`config.mk`:
```
export PLATFORM = sky130hd
export DESIGN_NAME = audio_mixer
export DESIGN_NICKNAME = d
export VERILOG_FILES = /design/src/rtl/audio_mixer.sv
export SDC_FILE = /design/constraint.sdc
export NUM_CORES = 1
export LEC_CHECK = 0
export ABC_AREA = 0
export CAP_MARGIN = 25
export CORE_MARGIN = 3
export CORE_UTILIZATION = 23
export CTS_BUF_LIST = sky130_fd_sc_hd__clkbuf_4
export DETAILED_ROUTE_END_ITERATION = 8
export HOLD_SLACK_MARGIN = 0.03
export PLACE_DENSITY_LB_ADDON = 0.3
export SLEW_MARGIN = 20
export SYNTH_ARGS = -nofsm -noshare
export SYNTH_HDL_FRONTEND = slang
export SYNTH_SLANG_ARGS = --single-unit
```
`constraint.sdc`:
```
create_clock -name clk -period 42.2 [get_ports clk]
set_input_delay 8.44 -clock clk [delete_from_list [all_inputs] [get_ports clk]]
set_output_delay 8.44 -clock clk [all_outputs]
set_load 0.02 [all_outputs]
```
`src/rtl/audio_mixer.sv`:
```
`default_nettype none
// ============================================================================
// Module      : audio_mixer
// Description : Multi-channel stereo mixer. Snapshots one frame of channel
//               samples, volumes and routing modes, accumulates one channel
//               per cycle into left/right sums, saturates to the sample range
//               and presents the result on a valid/ready output port.
// Revision    : 1.0 - initial release
// ============================================================================
module audio_mixer #(
  parameter int NUM_CHANNELS = 8,
  parameter int SAMPLE_WIDTH = 16,
  parameter int VOL_WIDTH    = 8
) (
  input  logic                                 clk,
  input  logic                                 rst,
  input  logic                                 frame_start,
  input  logic [NUM_CHANNELS*SAMPLE_WIDTH-1:0] ch_sample,
  input  logic [NUM_CHANNELS*VOL_WIDTH-1:0]    ch_volume,
  input  logic [NUM_CHANNELS*2-1:0]            ch_mode,
  output logic signed [SAMPLE_WIDTH-1:0]       out_left,
  output logic signed [SAMPLE_WIDTH-1:0]       out_right,
  output logic                                 clip_left,
  output logic                                 clip_right,
  output logic                                 out_valid,
  input  logic                                 out_ready,
  output logic                                 busy,
  output logic                                 overrun
);

  localparam int IDX_W  = (NUM_CHANNELS > 1) ? $clog2(NUM_CHANNELS) : 1;
  localparam int ACC_W  = SAMPLE_WIDTH + VOL_WIDTH + $clog2(NUM_CHANNELS) + 1;
  localparam int PROD_W = SAMPLE_WIDTH + VOL_WIDTH + 1;
  localparam logic [IDX_W-1:0] LAST_IDX = IDX_W'(NUM_CHANNELS - 1);
  // Saturation bounds expressed at accumulator width.
  localparam logic signed [ACC_W-1:0] SAT_MAX =
    {{(ACC_W-SAMPLE_WIDTH+1){1'b0}}, {(SAMPLE_WIDTH-1){1'b1}}};
  localparam logic signed [ACC_W-1:0] SAT_MIN =
    {{(ACC_W-SAMPLE_WIDTH+1){1'b1}}, {(SAMPLE_WIDTH-1){1'b0}}};

  typedef enum logic [1:0] {
    IDLE   = 2'd0,
    ACCUM  = 2'd1,
    SAT    = 2'd2,
    OUTPUT = 2'd3
  } state_t;

  state_t                   state;
  logic [IDX_W-1:0]         idx;
  logic signed [ACC_W-1:0]  acc_left;
  logic signed [ACC_W-1:0]  acc_right;

  logic signed [SAMPLE_WIDTH-1:0] snap_sample [NUM_CHANNELS];
  logic [VOL_WIDTH-1:0]           snap_vol    [NUM_CHANNELS];
  logic [1:0]                     snap_mode   [NUM_CHANNELS];

  logic                           accept;
  logic signed [PROD_W-1:0]       product;
  logic signed [PROD_W-1:0]       scaled;
  logic signed [ACC_W-1:0]        term;
  logic [1:0]                     cur_mode;
  logic signed [SAMPLE_WIDTH-1:0] sat_left;
  logic signed [SAMPLE_WIDTH-1:0] sat_right;
  logic                           sat_clip_left;
  logic                           sat_clip_right;

  // A new frame may start from IDLE, or from OUTPUT in the handshake cycle.
  assign accept = frame_start && ((state == IDLE) || ((state == OUTPUT) && out_ready));
  assign busy   = (state != IDLE);

  generate
    for (genvar k = 0; k < NUM_CHANNELS; k++) begin : g_snap
      // Capture this channel's inputs when a frame is accepted.
      always_ff @(posedge clk) begin
        if (accept) begin
          snap_sample[k] <= ch_sample[k*SAMPLE_WIDTH +: SAMPLE_WIDTH];
          snap_vol[k]    <= ch_volume[k*VOL_WIDTH +: VOL_WIDTH];
          snap_mode[k]   <= ch_mode[k*2 +: 2];
        end
      end
    end
  endgenerate

  // Scaled contribution of the current channel; >>> floors toward -infinity.
  always_comb begin
    product  = snap_sample[idx] * $signed({1'b0, snap_vol[idx]});
    scaled   = product >>> (VOL_WIDTH - 1);
    term     = ACC_W'(scaled);
    cur_mode = snap_mode[idx];
  end

  // Clamp both accumulators to the signed sample range and flag any change.
  always_comb begin
    sat_left       = acc_left[SAMPLE_WIDTH-1:0];
    sat_clip_left  = 1'b0;
    sat_right      = acc_right[SAMPLE_WIDTH-1:0];
    sat_clip_right = 1'b0;
    if (acc_left > SAT_MAX) begin
      sat_left      = SAT_MAX[SAMPLE_WIDTH-1:0];
      sat_clip_left = 1'b1;
    end else if (acc_left < SAT_MIN) begin
      sat_left      = SAT_MIN[SAMPLE_WIDTH-1:0];
      sat_clip_left = 1'b1;
    end
    if (acc_right > SAT_MAX) begin
      sat_right      = SAT_MAX[SAMPLE_WIDTH-1:0];
      sat_clip_right = 1'b1;
    end else if (acc_right < SAT_MIN) begin
      sat_right      = SAT_MIN[SAMPLE_WIDTH-1:0];
      sat_clip_right = 1'b1;
    end
  end

  // Frame sequencing FSM with registered outputs.
  always_ff @(posedge clk) begin
    if (rst) begin
      state      <= IDLE;
      idx        <= '0;
      acc_left   <= '0;
      acc_right  <= '0;
      out_left   <= '0;
      out_right  <= '0;
      clip_left  <= 1'b0;
      clip_right <= 1'b0;
      out_valid  <= 1'b0;
      overrun    <= 1'b0;
    end else begin
      overrun <= frame_start && !accept;
      case (state)
        IDLE: begin
          if (accept) begin
            acc_left  <= '0;
            acc_right <= '0;
            idx       <= '0;
            state     <= ACCUM;
          end
        end
        ACCUM: begin
          if (cur_mode[0]) acc_left  <= acc_left + term;
          if (cur_mode[1]) acc_right <= acc_right + term;
          if (idx == LAST_IDX) begin
            state <= SAT;
          end else begin
            idx <= idx + 1'b1;
          end
        end
        SAT: begin
          out_left   <= sat_left;
          out_right  <= sat_right;
          clip_left  <= sat_clip_left;
          clip_right <= sat_clip_right;
          out_valid  <= 1'b1;
          state      <= OUTPUT;
        end
        OUTPUT: begin
          if (out_ready) begin
            out_valid <= 1'b0;
            if (accept) begin
              acc_left  <= '0;
              acc_right <= '0;
              idx       <= '0;
              state     <= ACCUM;
            end else begin
              state <= IDLE;
            end
          end
        end
        default: state <= IDLE;
      endcase
    end
  end

endmodule
`default_nettype wire

```
==> flow_metrics.env <==
export IMPL_outcome="finished clean"
export IMPL_fin_crit_ps=11310
export IMPL_timing_hold_ws_ps=467
export IMPL_fin_cells=2975
export IMPL_die_h_um=288
export IMPL_cp_common_cell="buf_4"
export IMPL_avgRoutedWirePerCell_um=16.0
export IMPL_syn_instance_count=1570
export IMPL_nets=2297
export IMPL_cts_resized=0
export IMPL_critPathMaxStageDelay_ps=870
export IMPL_critical_path_class="input pin to register"
export IMPL_avgSynthCellArea_sq_um=11.7
export IMPL_rsz0062_at_grt="false"
export IMPL_cts_hold_buf=0
export IMPL_cts_tree="yes"
export IMPL_setup_viol=0
export IMPL_numCtsBuffers=86
export IMPL_cp_cell_sequence="clkdlybuf4s50_1 -> a21oi_1 -> nor2b_4 -> buf_4 -> buf_4 -> buf_4"
export IMPL_cp_slowest_cell="buf_4"
export IMPL_overflow=0
export IMPL_drtIter0Drc=578
export IMPL_cts_num_sinks=308
export IMPL_drc=0
export IMPL_worst_hold_path_type="register to register"
export IMPL_clock_latency_ps=810
export IMPL_fmax_mhz=88.4
export IMPL_wl_um=47500
export IMPL_synth_edf_count=208
export IMPL_worstPathMaxFanout=78
export IMPL_final_cell_mix="clkdlybuf4s50_1, edfxtp_1, inv_1, nor2_1, clkbuf_4"
export IMPL_dieArea_sq_mm=0.0831
export IMPL_antenna_found_initial=2
export IMPL_synthesis_area_sq_mm=0.0183
export IMPL_required_ps=42580
export IMPL_drtPass1Iterations=5
export IMPL_utilization=0.296
export IMPL_fillers=8050
export IMPL_cts_max_level=3
export IMPL_cp_data_arrival_time_ps=11690
export IMPL_fin_worst_skew_ps=73.4
export IMPL_synth_warnings=0
export IMPL_grt_usage=0.115
export IMPL_slew_headroom=0.352
export IMPL_cts_reportedPaths_clkPinSlew_ps=60
export IMPL_port_buffers=248
export IMPL_die_w_um=288
export IMPL_start_kind="input pin"
export IMPL_end_kind="register"
export IMPL_area_delta_synth_final_pct=26.6
export IMPL_routed_via_count=12900
export IMPL_grt_pass1_wl_um=75300
export IMPL_rows=102
export IMPL_period_share=0.268
export IMPL_post_place_cells=2826
export IMPL_cts_buffer_depth=3
export IMPL_ys_seq_elements=308
export IMPL_grt_pass1_vias=13800
export IMPL_ios=249
export IMPL_syn_nets=1992
export IMPL_final_common_cell="clkdlybuf4s50_1"
export IMPL_via_per_inst=4.32
export IMPL_cap_violations=0
export IMPL_synthDistinctLibCells=68
export IMPL_start_util=0.234
export IMPL_place_congestion=0.811
export IMPL_slew_viol_final=0
export IMPL_synth_ff_type="edfxtp_1"
export IMPL_worstMarginPinSlew_ps=972
export IMPL_r2r_slack_ps=31900
export IMPL_cts_root_buf="clkbuf_4"
export IMPL_cts_setup_buffers=0
export IMPL_hold_violations=0
export IMPL_grt_start_max_net_pins=79
export IMPL_ant_nets=0
export IMPL_ys_async_sr_fraction=0
export IMPL_drive_gt1_frac=0.128
export IMPL_setup_tns_ps=0
export IMPL_hpwl_um=35900
export IMPL_core_area_sq_mm=0.0782
export IMPL_seq_area_frac_synth=0.450
==> final timing paths <==
check / start / to / cells after the start
min: out_right[0] / out_right[0] / 2
max: out_ready / snap_vol[3][2] / 6
min reg2reg: out_right[0] / out_right[0] / 2
max reg2reg: register / acc_left[27] / 33
==> kinds of logic (layout without fill, tap and decap cells) <==
logic type               count (synthesis)  in the layout  synth area share
AND/OR/NAND/NOR                        375            375            0.0962
AO/OA/AOI/OAI                          308            308             0.111
flip-flops                             308            308             0.450
buffers and inverters                  231            594            0.0484
adder cells (fa/ha/maj)                210            210             0.186
multiplexers                            82             82            0.0815
XOR/XNOR                                56             56            0.0272
other                                    0              2                 0
==> worst max-delay path: cells and delay by family <==
family,cells,cell delay (ps)
buf+inv,4,2790
simple gates,1,160
compound gates,1,120
==> Yosys cell counts (all sizes together), types with 3 or more instances <==
cell type / count / area (sq um)
a32oi: 3 / 26.3
nor4: 6 / 37.5
nand3b: 3 / 22.5
nor3: 17 / 85.1
o21ai: 37 / 185
o31ai: 3 / 22.5
nand2: 69 / 259
nand3: 19 / 95.1
a31oi: 9 / 56.3
a21boi: 3 / 22.5
a31o: 6 / 52.6
inv: 176 / 661
or2: 10 / 62.6
or3: 8 / 50.1
a21oi: 98 / 494
buf: 12 / 65.1
nor2: 156 / 586
a211oi: 5 / 37.5
edfxtp: 208 / 6250
a22oi: 26 / 195
o211ai: 35 / 263
a21o: 37 / 278
nand2b: 45 / 282
nor2b: 11 / 68.8
xor2: 17 / 149
o21bai: 6 / 45.0
ha: 107 / 1340
and2: 7 / 43.8
mux2: 6 / 67.6
o21a: 15 / 120
mux4: 52 / 1190
mux2i: 24 / 240
dfxtp: 100 / 2000
and3: 8 / 50.1
a22o: 8 / 70.1
nand4: 10 / 62.6
clkbuf: 43 / 161
fa: 103 / 2060
a211o: 3 / 26.3
xnor2: 39 / 349
==> metrics by stage <==
stage               area (sq um)  setup slack (ps)
finish                     23200             30890
global route               23200             30720
CTS                        23200             30950
detailed placement         22100             30060
global placement           22100             30180
floorplan                  18300             21330
==> routing by layer <==
metal | routed length, um | share of wire | up-vias | global-route usage
met5 | 13 | 0.00027 | - | 0
met3 | 2900 | 0.061 | 81 | 0.0310
met2 | 22700 | 0.48 | 373 | 0.192
met1 | 20800 | 0.44 | 6157 | 0.145
li1 | - | - | 6237 | -
met4 | 1080 | 0.023 | 2 | 0.0355
==> area by class of cell <==
type	count	area [sq um]	area share
Antenna cell	2	5.00	0.000216
Clock buffer	132	991	0.0427
Clock inverter	14	101	0.00437
Inverter	176	661	0.0285
Multi-Input combinational cell	1031	9220	0.397
Sequential cell	308	8250	0.356
Tap cell	1040	1300	0.0561
Timing Repair Buffer	272	2660	0.115
==> registers in the layout, indices dropped and copies added, names as in the netlist, named ones only <==
signal,cells
acc_left,28
acc_right,28
clip_left,1
clip_right,1
idx,3
out_left,16
out_right,16
out_valid,1
overrun,1
snap_mode,16
snap_sample,128
snap_vol,64
state,2
Power is left out: the tool's default activity adds up to more than one toggle a clock period on the data nets, which glitch-free logic cannot reach.
